## src/rtl/temp_avg_bcd_if.sv

```systemverilog
// ============================================================================
// temp_avg_bcd_if : sample input and BCD result bus of temp_avg_bcd
// Rev 1.0
// ============================================================================
`default_nettype none

interface temp_avg_bcd_if;
  logic        sample_valid_i;
  logic [12:0] temp_i;
  logic        sign_o;
  logic [11:0] bcd_o;
  logic [3:0]  frac_o;
  logic        valid_o;
  logic        alarm_o;
  logic        busy_o;
  logic        ovr_o;

  modport master (
    output sample_valid_i, temp_i,
    input  sign_o, bcd_o, frac_o, valid_o, alarm_o, busy_o, ovr_o
  );

  modport slave (
    input  sample_valid_i, temp_i,
    output sign_o, bcd_o, frac_o, valid_o, alarm_o, busy_o, ovr_o
  );
endinterface

`default_nettype wire

```

## src/rtl/temp_avg_bcd.sv

```systemverilog
// ============================================================================
// temp_avg_bcd : moving-average temperature -> signed BCD with hysteresis alarm
// Rev 1.0
// ============================================================================
`default_nettype none

module temp_avg_bcd #(
  parameter int                 AVG_LOG2 = 2,
  parameter logic signed [12:0] HIGH_LIM = 13'sd480,
  parameter logic signed [12:0] LOW_LIM  = 13'sd448
) (
  input  logic           clk_i,
  input  logic           rst_i,
  temp_avg_bcd_if.slave  bus
);

  localparam int DEPTH = 1 << AVG_LOG2;
  localparam int SW    = 13 + AVG_LOG2;
  localparam int PW    = (AVG_LOG2 == 0) ? 1 : AVG_LOG2;

  typedef enum logic [2:0] {
    IDLE  = 3'd0,
    ACCUM = 3'd1,
    AVG   = 3'd2,
    CONV  = 3'd3,
    DONE  = 3'd4
  } state_t;

  state_t state_q, state_d;

  logic signed [12:0]   sample_q;
  logic signed [12:0]   buf_q [DEPTH];
  logic signed [SW-1:0] sum_q;
  logic [PW-1:0]        ptr_q;
  logic                 first_q;
  logic                 neg_q;
  logic [3:0]           tenths_q;
  logic [20:0]          dd_q;
  logic [3:0]           cnt_q;
  logic                 sign_q;
  logic [11:0]          bcd_q;
  logic [3:0]           frac_q;
  logic                 valid_q;
  logic                 alarm_q;
  logic                 ovr_q;

  logic signed [SW-1:0] new_ext_w;
  logic signed [SW-1:0] old_ext_w;
  logic signed [SW-1:0] sum_sh_w;
  logic signed [12:0]   avg_w;
  logic [12:0]          mag_w;
  logic [7:0]           tenths_prod_w;
  logic [PW-1:0]        ptr_next_w;
  logic [20:0]          dd_adj_w;

  function automatic logic [11:0] add3(input logic [11:0] b);
    logic [11:0] r;
    r = b;
    for (int d = 0; d < 3; d++) begin
      if (r[4*d +: 4] >= 4'd5) r[4*d +: 4] = r[4*d +: 4] + 4'd3;
    end
    return r;
  endfunction

  assign new_ext_w     = SW'(sample_q);
  assign old_ext_w     = SW'(buf_q[ptr_q]);
  assign sum_sh_w      = sum_q >>> AVG_LOG2;
  assign avg_w         = sum_sh_w[12:0];
  // -4096 negates to itself, which reads as 4096 when taken unsigned
  assign mag_w         = avg_w[12] ? 13'(-avg_w) : 13'(avg_w);
  assign tenths_prod_w = 8'(mag_w[3:0]) * 8'd10;
  assign ptr_next_w    = (32'(ptr_q) == DEPTH - 1) ? '0 : ptr_q + 1'b1;
  assign dd_adj_w      = {add3(dd_q[20:9]), dd_q[8:0]};

  always_ff @(posedge clk_i) begin
    if (rst_i) state_q <= IDLE;
    else       state_q <= state_d;
  end

  always_comb begin
    state_d = state_q;
    case (state_q)
      IDLE:    if (bus.sample_valid_i) state_d = ACCUM;
      ACCUM:   state_d = AVG;
      AVG:     state_d = CONV;
      CONV:    if (cnt_q == 4'd8) state_d = DONE;
      DONE:    state_d = IDLE;
      default: state_d = IDLE;
    endcase
  end

  // Sample window; the first sample after reset fills every slot
  always_ff @(posedge clk_i) begin
    if (!rst_i && state_q == ACCUM) begin
      if (first_q) begin
        for (int i = 0; i < DEPTH; i++) buf_q[i] <= sample_q;
      end else begin
        buf_q[ptr_q] <= sample_q;
      end
    end
  end

  always_ff @(posedge clk_i) begin
    if (rst_i) begin
      sample_q <= '0;
      sum_q    <= '0;
      ptr_q    <= '0;
      first_q  <= 1'b1;
      neg_q    <= 1'b0;
      tenths_q <= '0;
      dd_q     <= '0;
      cnt_q    <= '0;
      sign_q   <= 1'b0;
      bcd_q    <= '0;
      frac_q   <= '0;
      valid_q  <= 1'b0;
      alarm_q  <= 1'b0;
      ovr_q    <= 1'b0;
    end else begin
      valid_q <= 1'b0;
      if (bus.sample_valid_i && state_q != IDLE) ovr_q <= 1'b1;
      case (state_q)
        IDLE: begin
          if (bus.sample_valid_i) sample_q <= bus.temp_i;
        end
        ACCUM: begin
          if (first_q) begin
            sum_q   <= new_ext_w <<< AVG_LOG2;
            first_q <= 1'b0;
          end else begin
            sum_q <= sum_q - old_ext_w + new_ext_w;
            ptr_q <= ptr_next_w;
          end
        end
        AVG: begin
          neg_q    <= avg_w[12];
          tenths_q <= tenths_prod_w[7:4];
          dd_q     <= {12'd0, mag_w[12:4]};
          cnt_q    <= '0;
          if (avg_w >= HIGH_LIM)    alarm_q <= 1'b1;
          else if (avg_w < LOW_LIM) alarm_q <= 1'b0;
        end
        CONV: begin
          dd_q  <= {dd_adj_w[19:0], 1'b0};
          cnt_q <= cnt_q + 4'd1;
        end
        DONE: begin
          sign_q  <= neg_q;
          bcd_q   <= dd_q[20:9];
          frac_q  <= tenths_q;
          valid_q <= 1'b1;
        end
        default: ;
      endcase
    end
  end

  assign bus.sign_o  = sign_q;
  assign bus.bcd_o   = bcd_q;
  assign bus.frac_o  = frac_q;
  assign bus.valid_o = valid_q;
  assign bus.alarm_o = alarm_q;
  assign bus.busy_o  = (state_q != IDLE);
  assign bus.ovr_o   = ovr_q;

endmodule

`default_nettype wire

```

## src/flat_wrapper.sv

```systemverilog
// flat-port wrapper written by rule: the top's interface ports become plain ports
module temp_avg_bcd_flat 
#(
  parameter int                 AVG_LOG2 = 2,
  parameter logic signed [12:0] HIGH_LIM = 13'sd480,
  parameter logic signed [12:0] LOW_LIM  = 13'sd448
)
  (clk_i, rst_i, bus_sample_valid_i, bus_temp_i, bus_sign_o, bus_bcd_o, bus_frac_o, bus_valid_o, bus_alarm_o, bus_busy_o, bus_ovr_o);
  temp_avg_bcd_if bus_i ();
  input  logic clk_i;
  input  logic rst_i;
  input wire logic [$bits(bus_i.sample_valid_i)-1:0] bus_sample_valid_i;
  input wire logic [$bits(bus_i.temp_i)-1:0] bus_temp_i;
  output wire logic [$bits(bus_i.sign_o)-1:0] bus_sign_o;
  output wire logic [$bits(bus_i.bcd_o)-1:0] bus_bcd_o;
  output wire logic [$bits(bus_i.frac_o)-1:0] bus_frac_o;
  output wire logic [$bits(bus_i.valid_o)-1:0] bus_valid_o;
  output wire logic [$bits(bus_i.alarm_o)-1:0] bus_alarm_o;
  output wire logic [$bits(bus_i.busy_o)-1:0] bus_busy_o;
  output wire logic [$bits(bus_i.ovr_o)-1:0] bus_ovr_o;
  assign bus_i.sample_valid_i = bus_sample_valid_i;
  assign bus_i.temp_i = bus_temp_i;
  assign bus_sign_o = bus_i.sign_o;
  assign bus_bcd_o = bus_i.bcd_o;
  assign bus_frac_o = bus_i.frac_o;
  assign bus_valid_o = bus_i.valid_o;
  assign bus_alarm_o = bus_i.alarm_o;
  assign bus_busy_o = bus_i.busy_o;
  assign bus_ovr_o = bus_i.ovr_o;
  temp_avg_bcd #(.AVG_LOG2(AVG_LOG2), .HIGH_LIM(HIGH_LIM), .LOW_LIM(LOW_LIM)) u_core (.clk_i(clk_i), .rst_i(rst_i), .bus(bus_i));
endmodule
```

## config.mk

```make
export PLATFORM = sky130hd
export DESIGN_NAME = temp_avg_bcd_flat
export DESIGN_NICKNAME = d
export VERILOG_FILES = /design/src/rtl/temp_avg_bcd_if.sv /design/src/rtl/temp_avg_bcd.sv /design/src/flat_wrapper.sv
export SDC_FILE = /design/constraint.sdc
export NUM_CORES = 1
export LEC_CHECK = 0
export CAP_MARGIN = 25
export CELL_PAD_IN_SITES_DETAIL_PLACEMENT = 0
export CELL_PAD_IN_SITES_GLOBAL_PLACEMENT = 1
export CORE_UTILIZATION = 51
export DETAILED_ROUTE_END_ITERATION = 12
export GPL_TIMING_DRIVEN = 0
export PLACE_DENSITY = 0.95
export SLEW_MARGIN = 10
export SYNTH_ARGS = -nofsm -noshare
export SYNTH_HDL_FRONTEND = slang
export SYNTH_SLANG_ARGS = --single-unit
```

## constraint.sdc

```tcl
create_clock -name clk_i -period 4.9 [get_ports clk_i]
set_input_delay 0.49 -clock clk_i [delete_from_list [all_inputs] [get_ports clk_i]]
set_output_delay 0.49 -clock clk_i [all_outputs]
set_load 0.01 [all_outputs]
```

# == After elaboration in Yosys (flattened, before gate mapping) ==
# Memory sizes are Yosys's and may differ from the RTL's. A register that Yosys moved wholly into a read port is not among the register bits.
# Index checks and enable logic that the tools add are counted.
# classes
addsub,8
n_mul,1
n_lt_le_gt_ge,5
eq_ne,8
muxes,25
bitwise,1
n_reduce_logical,12
# ops
op,n
$pmux 21 s2,1
$mux 13,2
$add 15x13->15,1
$mux 15,1
$sub 15x13->15,1
$ge 13x10->1 const B,1
$lt 13x10->1 const B,1
$neg 13->13,1
$reduce_or 13->1,1
$ge 4x3->1 const B,3
$pmux 3 s4,1
$mux 1,10
$mux 3,3
$add 4x2->4 const B,2
$mux 2,4
$mux 4,2
$pmux 4 s2,1
$reduce_and 2->1,4
$mul 4x3->7 const B,1
$eq 3x2->1 const B,2
$add 4x1->4 const B,1
$eq 4x4->1 const B,1
$reduce_bool 2->1,2
$add 3x2->3 const B,1
other kinds (11),12
# totals
register_bits,84
mem_bits_rw,52
output_inout_bits,21
mem_count,1
# memory_table
memory,depth,word_bits,read_ports,rd_ports_with_merged_regs,wr,line,rtl
u_core.buf_q,4,13,1,1,4,temp_avg_bcd.sv:32,logic signed [12:0] buf_q [DEPTH];

# == Depth between registers and ports, before layout ==
# Gate-level depths: netlist of run 1.
# depth
depth_word,6
ltp_mapped,11
depth_no_buf,10

# == Worst setup path after synthesis of run 1 ==
# Ideal clock, no wire load.
# synth_path
kind,reg-to-reg
from,register (tool-made name)
to,register u_core.sum_q[8]
t_arrival_ns,3.226
required_ns,4.785
slack_ns,1.559
stages_incl_launch_ff,11
path_buffers,1
synth_period_minus_slack_ns,3.341
path_cell_list,dfxtp_1 -> buf_2 -> mux4_2 -> fa_1 -> inv_1 -> ha_1 -> and3_1 -> a221oi_2 -> o21ai_0 -> xor2_1 -> o21a_1
# synth_rtl
element,line,rtl
"end signal, assigned",temp_avg_bcd.sv:128,sum_q <= new_ext_w <<< AVG_LOG2;
"end signal, assigned",temp_avg_bcd.sv:131,sum_q <= sum_q - old_ext_w + new_ext_w;
"end, declared",temp_avg_bcd.sv:33,logic signed [SW-1:0] sum_q;

==> results of run 1 <==
## per-layer routing
layer / up-vias / wire, um
met1: 2680 / 6710
met2: 166 / 8410
met3: 48 / 854
met4: 0 / 516
met5: - / 0
li1: 2649 / -
## cells in the mapped netlist, drive strengths merged (4+ instances only)
| cell | count |
|---|---|
| xor2 | 4 |
| nand4 | 4 |
| o21ai | 20 |
| a21oi | 76 |
| a211oi | 11 |
| a41oi | 4 |
| nand2b | 16 |
| nand3 | 10 |
| mux4 | 13 |
| ha | 28 |
| mux2i | 8 |
| nand3b | 6 |
| nor2b | 4 |
| inv | 67 |
| dfxtp | 86 |
| o211ai | 6 |
| nor2 | 46 |
| a21o | 8 |
| nand2 | 101 |
| buf | 15 |
| a31oi | 5 |
| and3 | 4 |
| and2 | 4 |
| xnor2 | 19 |
| o21bai | 4 |
| clkbuf | 27 |
| a22oi | 13 |
| nor3 | 14 |
| fa | 15 |
| edfxtp | 52 |
## through the flow
| stage | setup slack (ps) | std cells |
|---|---|---|
| final | 1100 | 974 |
| after global routing | 875 | 974 |
| after CTS | 1110 | 974 |
| after detailed placement | 1160 | 942 |
| after global placement | 1160 | 938 |
| after floorplan | 1560 | 726 |
## kinds of logic (layout without fill, tap and decap cells)
kind of cell    count (synthesis)  in the layout  share of synthesized area (%)
simple gates                  220            220                           14.5
buf+inv                       110            182                           6.31
flops                         138            138                           46.5
compound gates                170            170                           15.1
fa+ha+maj                      43             43                           9.22
mux                            22             22                           5.44
xor+xnor                       23             23                           2.85
## registers in the layout, summed over array words and instances, names as in the netlist, 3 cells and up, named ones only
name / cells
u_core.dd_q: 21
u_core.sum_q: 15
u_core.bus.frac_o: 4
u_core.buf_q: 52
u_core.cnt_q: 4
u_core.tenths_q: 4
u_core.sample_q: 13
u_core.state_q: 3
u_core.bus.bcd_o: 12
## worst register-to-register path: stages, from the launching register on
cell and delay (ps):
dfxtp_1 440, buf_2 390, mux4_2 610, fa_1 500, inv_1 40, ha_1 340, nand4_1 240, a211oi_1 500
mux2_2 390, o31a_1 240
## how the worst max path moves through the flow
stage	from	end	slack (ps)
2_1_floorplan	flop	u_core.sum_q[8]	1560
3_3_place_gp	flop	u_core.sum_q[11]	1160
3_5_place_dp	flop	u_core.sum_q[11]	1160
4_1_cts	flop	u_core.sum_q[11]	1110
5_1_grt	flop	u_core.sum_q[8]	880
6_report	flop	u_core.sum_q[11]	1100
## power breakdown
group / leakage (nW) / internal (mW) / switching [mW] / total, mW
Combinational: 1.61 / 0.220 / 0.354 / 0.574
Sequential: 1.19 / 1.25 / 0.0412 / 1.29
Clock: 0.295 / 0.850 / 0.505 / 1.36
## final cells by class
cell class / count / area (um2)
Buffer: 42 / 190
Clock buffer: 17 / 425
Clock inverter: 15 / 200
Fill cell: 1088 / 5030
Inverter: 68 / 255
Multi-Input combinational cell: 478 / 3350
Sequential cell: 138 / 3280
Tap cell: 176 / 220
Timing Repair Buffer: 40 / 390
==> results.ini, run 1 <==
[pwr]
ir_drop_mv=0.311
leakagePower_nw=3.10
power_density_mw_per_mm2=387
finalPower_mw=3.22

[cts]
cts_root_buf=clkbuf_16
holdBufCountCts=0
cts_sinks=138
ctsResizeCount=0
insertion_delay_ps=430
cts_tree=done
numCtsBuffers=17
cts.path.max_buffers=2
htree_levels=4
cts_setup_buffers=0
clk_pin_slew_ps=60

[hold_path]
hp-class=reg -> reg
whs_endpoint=u_core.bus.bcd_o[0]
hold_depth=2
min-delay-start=u_core.bus.bcd_o[0]

[finish]
final_cell_mix=101 x nand2_1, 86 x dfxtp_1, 74 x a21oi_1
layout-drive-gt1-share_pct=9.40
final_common_cell=nand2_1
final_cell_area_mm2=0.00831
nets=844
area_growth_pct=17.8
n_antenna_cell=0
fin_util_pct=62.3

[setup_path]
worstSetupEndpointType=flop
cp_max_fo=10
critPathKind=reg -> reg
critPathBufInv=2
reg2regPathDepth=9
start_kind=flop
critPathMaxStageDelay_ps=610
r2r-end=u_core.sum_q[11]
timing.critical_path.depth=9
critPathArrivalTime_ps=4120
cp_top_family=multiplexers
rrSetupSlack_ps=1100
crit_chain=buf_2 > mux4_2 > fa_1 > inv_1 > ha_1 > nand4_1 > a211oi_1 > mux2_2 > o31a_1
critPathSlowestCell=mux4_2
required_ps=5220

[route]
routed_wl_um=16500
vias=5543
drtIter0Drc=428
wl_per_cell_um=16.9
drcViolationCount=0
dr.pass1.iters=5
viasPerCell=5.69
antenna_left=0

[timing]
setup_viol=0
finalSetupTns_ps=0
rsz0062_at_grt=no
skew_ps=7.93
worst_pin_slew_ps=733
timing.final.crit_share_pct=77.5
holdWs_ps=453
clock.fmax_mhz=263
relSlewSlack_pct=50.8
min_period_ps=3800
drv_slew=0
hold_violations=0

[placed_design]
gp_congestion=0.958
post-dp-hpwl_um=12100
portBuffers=36
place_area_mm2=0.00769

[global_routing]
grt-busiest-layer=met2
use_met2_pct=43.0
antenna_found_initial=0
use_met3_pct=5.99
first_global_vias=5553
grt_use_met1_pct=28.8
overflow=0
grt_max_degree=17
grt_use_total_pct=24.9
grt_pass1_wl_um=27100

[logic_synthesis]
synth_ff_type=dfxtp_1
synth-edff-count=52
avgSynthCellArea_um2=9.72
async_reset_ff_share_pct=0
synth.lib_cells_used.distinct=62
syn_nets=785
synth_top_area_share_pct=24.4
yosysWarnings=0
seq_area_frac_synth_pct=46.5
ys_seq_elements=138
synth.area.top_cells=dfxtp_1 24%, edfxtp_1 22%, nand2_1 5.4%
synth_top_cell_by_area=dfxtp_1
synth_area_mm2=0.00706
syn_inst=726

[run_status]
status=finished, final reports clean

[floorplan]
core-area_mm2=0.0133
start_util_pct=52.9
num_rows=42
die_h_um=120
fp.dieW_um=120
die_area_mm2=0.0143
io_pins=37

[flow_run]
timing.max_cap.violations=0

Note: power is estimated with default switching activity, not from simulation.
==> run 2: changes to the inputs <==
- CORE_UTILIZATION: 51 -> 43
- PLACE_DENSITY: 0.95 -> 0.87
- clock period: 4.9 -> 3.1 ns (I/O delays scaled with it)
==> run 2 against run 1 <==
The run now ends with negative setup slack left. Clock skew decreased by 0.86 ps. Utilization decreased by 7.8 points. Total power increased by 56%. First-iteration DRC count decreased by 39%. Largest power group is now sequential cells. Via count decreased by 1.5%. Flip-flop and latch count unchanged. Sequential share of layout area decreased by 1.6 points. Global-route usage decreased by 3.8 points. Sequential power increased by 57%. Critical path depth unchanged. Final cell count increased by 5.5%. Register-to-register slack got worse by 1200 ps.
==> results.ini, run 2 (synthesis gave the netlist of run 1 again) <==
[run_status]
status=complete, but fails checks
violations=negative setup slack

[hold_path]
hold_depth=3
whs_endpoint=u_core.sample_q[2]
hp-class=in -> reg
min-delay-start=bus_temp_i[2]

[timing]
clock.fmax_mhz=312
timing.final.crit_share_pct=104
skew_ps=7.07
relSlewSlack_pct=48.4
rsz0062_at_grt=yes
min_period_ps=3210
worst_pin_slew_ps=768
setup_slack_ps=-109
hold_violations=0
setup_viol=3
drv_slew=0

[finish]
layout.cells.non_filler=1028
nets=858
n_antenna_cell=0
reg_top3=u_core.buf_q: 52 flops, u_core.dd_q: 21 flops, u_core.sum_q: 15 flops
register_area_mm2=0.00329
multi_input_area_mm2=0.00357
largest_reg_flops=52
fin_util_pct=54.4
fillers=1438
final_cell_mix=100 x nand2_1, 85 x dfxtp_1, 72 x a21oi_1
layout-drive-gt1-share_pct=14.0
largest-register=u_core.buf_q
final_common_cell=nand2_1
area_growth_pct=23.0

[pwr]
ir_drop_mv=0.436
leakagePower_nw=3.17
p_int_mw=3.56
switchingPower_mw=1.46
p_clk_share_pct=37.2
swShare_pct=29.2
power_density_mw_per_mm2=578
power.share.combinational_pct=22.2
finalPower_mw=5.02
p_seq_share_pct=40.5

[cts]
cts_tree=done
cts_root_buf=clkbuf_16
htree_levels=4
cts.path.max_buffers=2
cts_sinks=138
holdBufCountCts=0
insertion_delay_ps=420
numCtsBuffers=17
clk_pin_slew_ps=60

[setup_path]
critPathArrivalTime_ps=3470
reg2regPathDepth=9
worstSetupEndpointType=flop
critPathKind=reg -> reg
rrSetupSlack_ps=-110
required_ps=3360
cp_max_fo=6
r2r-end=u_core.sum_q[7]
start_kind=flop

[route]
vias=5459
dr.pass1.iters=5
viasPerCell=5.31
drtIter0Drc=262
drcViolationCount=0
wl_per_cell_um=16.0
antenna_left=0
routed_wl_um=16500

[placed_design]
dp_slack_ps=-454
portBuffers=36
gp_congestion=0.864
dp.cells=982
post-dp-hpwl_um=11600

[global_routing]
grt_pass1_wl_um=26700
antenna_found_initial=0
first_global_vias=5285
grt_use_total_pct=21.1
grt_max_degree=17
overflow=0

[floorplan]
io_pins=37
die_area_mm2=0.0169
start_util_pct=44.3
die_h_um=130
num_rows=46
core-area_mm2=0.0159
fp.dieW_um=130

[flow_run]
timing.max_cap.violations=0

[run 2: cell types whose count changed in the layout (fill, tap and decap cells not counted), sizes merged]
cell,change
buf,+16
bufinv,-3
clkbuf,+3
clkinvlp,-1
inv,-1
[run 2: what timing repair did]
| action | CTS | global route |
|---|---|---|
| pin swaps | 10 | 3 |
| endpoints found under the setup margin | 11 | 10 |
| gates cloned | 1 | 0 |
| resized for setup | 37 | 11 |
| buffers inserted | 15 | 0 |
[run 2: worst max-delay path by stage]
| stage | startpoint | cells past startpoint | endpoint | slack [ps] |
|---|---|---|---|---|
| floorplan | flop | 9 | u_core.sum_q[11] | 30 |
| global placement | flop | 9 | u_core.sum_q[11] | -450 |
| detailed placement | flop | 9 | u_core.sum_q[11] | -450 |
| CTS | flop | 12 | u_core.sum_q[6] | 0.1 |
| global route | flop | 9 | u_core.sum_q[7] | -190 |
| finish | flop | 9 | u_core.sum_q[7] | -110 |
[run 2: critical path, cell delays in order (launching register included)]
cell and delay [ps]:
dfxtp_4 400, buf_12 140, mux4_2 520, fa_1 520, inv_2 50, ha_4 280, nand4_1 260, and4_1 310
o41ai_1 430, a211oi_1 150
[run 2: per-layer routing]
layer / vias to the layer above / global-route usage [%] / share of wire, %
met1: 2613 / 26.1 / 44
met2: 138 / 35.4 / 49
met3: 26 / 4.22 / 4.3
li1: 2682 / - / -
met5: - / 0 / 0
met4: 0 / 9.71 / 2.6
[run 2: area by class of cell]
type / instances / area share [%]
Clock inverter: 10 / 1.12
Inverter: 68 / 2.94
Multi-Input combinational cell: 478 / 41.1
Timing Repair Buffer: 56 / 6.30
Clock buffer: 22 / 5.12
Tap cell: 216 / 3.11
Sequential cell: 138 / 37.9
Buffer: 40 / 2.46
[run 2: per-stage QoR]
stage | instance area (um2) | TNS (ps) | hold slack, ps
global placement | 7710 | -12050 | 439
global route | 8680 | -742 | 433
detailed placement | 7760 | -3420 | 445
finish | 8680 | -183 | 440
CTS | 8630 | 0 | 425
floorplan | 7080 | 0 | 431
[run 2: power groups by stage]
stage | combinational [mW] | clock [mW] | sequential [mW]
CTS | 1.07 | 1.90 | 2.03
finish | 1.12 | 1.87 | 2.03
global placement | 0.874 | 0 | 2.07
global route | 1.22 | 1.98 | 2.04
floorplan | 0.676 | 0 | 2.05
detailed placement | 0.897 | 0 | 2.07
==> run 3: changes to the inputs <==
- CORE_UTILIZATION: 43 -> 47
- PLACE_DENSITY: 0.87 -> 0.89
- clock period: 3.1 -> 3.2 ns (I/O delays scaled with it)
==> run 3 against run 2 <==
Sequential power is 3% lower. First-iteration DRC count is 56% higher. Critical endpoint is now u_core.sum_q[11]. Fmax hardly changed. Utilization is 4.9 points higher. Highest routed layer unchanged. Die area is 8.4% lower. Non-clock buffer count is 1 lower. Critical path depth is 1 higher. Register-to-register slack better by 100 ps. Setup slack better by 100 ps. Combinational power hardly changed. The flow still finishes with violations (negative setup slack).
==> results.ini, run 3 (synthesis gave the netlist of run 1 again) <==
[setup_path]
critPathKind=reg -> reg
cp_top_family=multiplexers
critPathArrivalTime_ps=3530
required_ps=3520
crit_chain=buf_16 > mux4_2 > fa_1 > inv_2 > ha_4 > a21o_1 > a21oi_4 > a211oi_4 > mux2_4 > o31a_1
worstSetupEndpointType=flop
start_kind=flop
cp_max_fo=6
critPathMaxStageDelay_ps=520
critPathSlowestCell=fa_1
critPathBufInv=2

[route]
vias=5535
antenna_left=0
wl_per_cell_um=17.4
drcViolationCount=0
viasPerCell=5.56
dr.pass1.iters=5
drtIter0Drc=408
routed_wl_um=17300

[hold_path]
hp-class=in -> reg

[placed_design]
gp_congestion=0.942
place_area_mm2=0.00770
dp.cells=950
post-dp-hpwl_um=12300
portBuffers=36

[pwr]
swShare_pct=29.6
finalPower_mw=4.99
leakagePower_nw=3.17
switchingPower_mw=1.48
p_seq_share_pct=39.5
power_density_mw_per_mm2=576
ir_drop_mv=0.484
power.share.combinational_pct=21.9
p_int_mw=3.51
p_clk_share_pct=38.5

[finish]
largest-register=u_core.buf_q
nets=857
fillers=1196
final_cell_area_mm2=0.00866
n_antenna_cell=0
layout.cells.non_filler=995
layout-drive-gt1-share_pct=14.4
final_common_cell=nand2_1
area_growth_pct=22.8
reg_top3=u_core.buf_q: 52 flops, u_core.dd_q: 21 flops, u_core.sum_q: 15 flops
final_cell_mix=99 x nand2_1, 85 x dfxtp_1, 70 x a21oi_1
largest_reg_flops=52

[timing]
min_period_ps=3210
relSlewSlack_pct=51.8
drv_slew=0
timing.final.crit_share_pct=100
clock.fmax_mhz=312
holdWs_ps=436
skew_ps=6.43
setup_viol=1
finalSetupTns_ps=-9.12
worst_pin_slew_ps=717
hold_violations=0
rsz0062_at_grt=yes
setup_slack_ps=-9.12

[global_routing]
grt_use_total_pct=22.8
grt_max_degree=17
antenna_found_initial=0
grt_pass1_wl_um=27600
first_global_vias=5489
overflow=0

[floorplan]
io_pins=37
core-area_mm2=0.0146
die_h_um=125
fp.dieW_um=125
start_util_pct=48.4
num_rows=44
die_area_mm2=0.0155

[cts]
cts_sinks=138
clk_pin_slew_ps=60
numCtsBuffers=17
cts_tree=done
insertion_delay_ps=430
cts_root_buf=clkbuf_16
htree_levels=4
cts.path.max_buffers=2

[run_status]
violations=negative setup slack
status=complete, but fails checks

[flow_run]
timing.max_cap.violations=0

run 3: cell type report:
class / instances / area [um2] / share of cell area [%]
inverter: 68 / 255 / 2.95
clock buffer: 18 / 429 / 4.95
timing repair buffer: 55 / 534 / 6.17
clock inverter: 14 / 149 / 1.72
tap: 184 / 230 / 2.66
multi-input combinational: 478 / 3570 / 41.2
sequential: 138 / 3290 / 37.9
buffer: 40 / 210 / 2.43
run 3: metrics by stage:
step / utilization (%) / setup WS, ps
global route: 59.4 / -65.6
detailed placement: 52.8 / -471
floorplan: - / 9.10
finish: 59.4 / -9.12
global placement: 52.5 / -403
CTS: 58.1 / 3.74
run 3: path summary, 6_finish.rpt:
path                       startpoint                  end  slack [ps]  depth (start not counted)
hold / removal          bus_temp_i[3]   u_core.sample_q[3]         440                          3
setup / recovery                 flop     u_core.sum_q[11]          -9                         10
hold reg to reg   u_core.bus.bcd_o[5]  u_core.bus.bcd_o[5]         450                          2
setup reg to reg                 flop     u_core.sum_q[11]          -9                         10
run 3: tightest hold or removal path: stages:
cell and delay, ps:
clkdlybuf4s50_1 390, nand2_1 60, a21oi_1 50
run 3: power by group through the flow:
stage | logic [mW] | registers, mW | clock network [mW]
2_1_floorplan | 0.647 | 1.99 | 0
3_3_place_gp | 0.831 | 2.00 | 0
3_5_place_dp | 0.867 | 2.01 | 0
4_1_cts | 0.958 | 1.97 | 1.95
5_1_grt | 1.19 | 1.98 | 2.02
6_report | 1.09 | 1.97 | 1.92
run 3: routing by layer:
metal / vias to the layer above / part of all wire, % / wire (um) / GRT usage [%]
met4: 0 / 2.7 / 475 / 10.1
met5: - / 0 / 0 / 0
li1: 2670 / - / - / -
met1: 2689 / 42 / 7320 / 27.3
met3: 37 / 3.2 / 559 / 3.69
met2: 139 / 52 / 8950 / 40.2
run 3: timing repair:
action	4_1_cts	5_1_grt
hold buffers	0	0
resized for setup	24	32
endpoints found under the setup margin	10	9
hold endpoints to repair	0	0
cloned	1	0
pin swaps	4	16
setup buffers	4	10
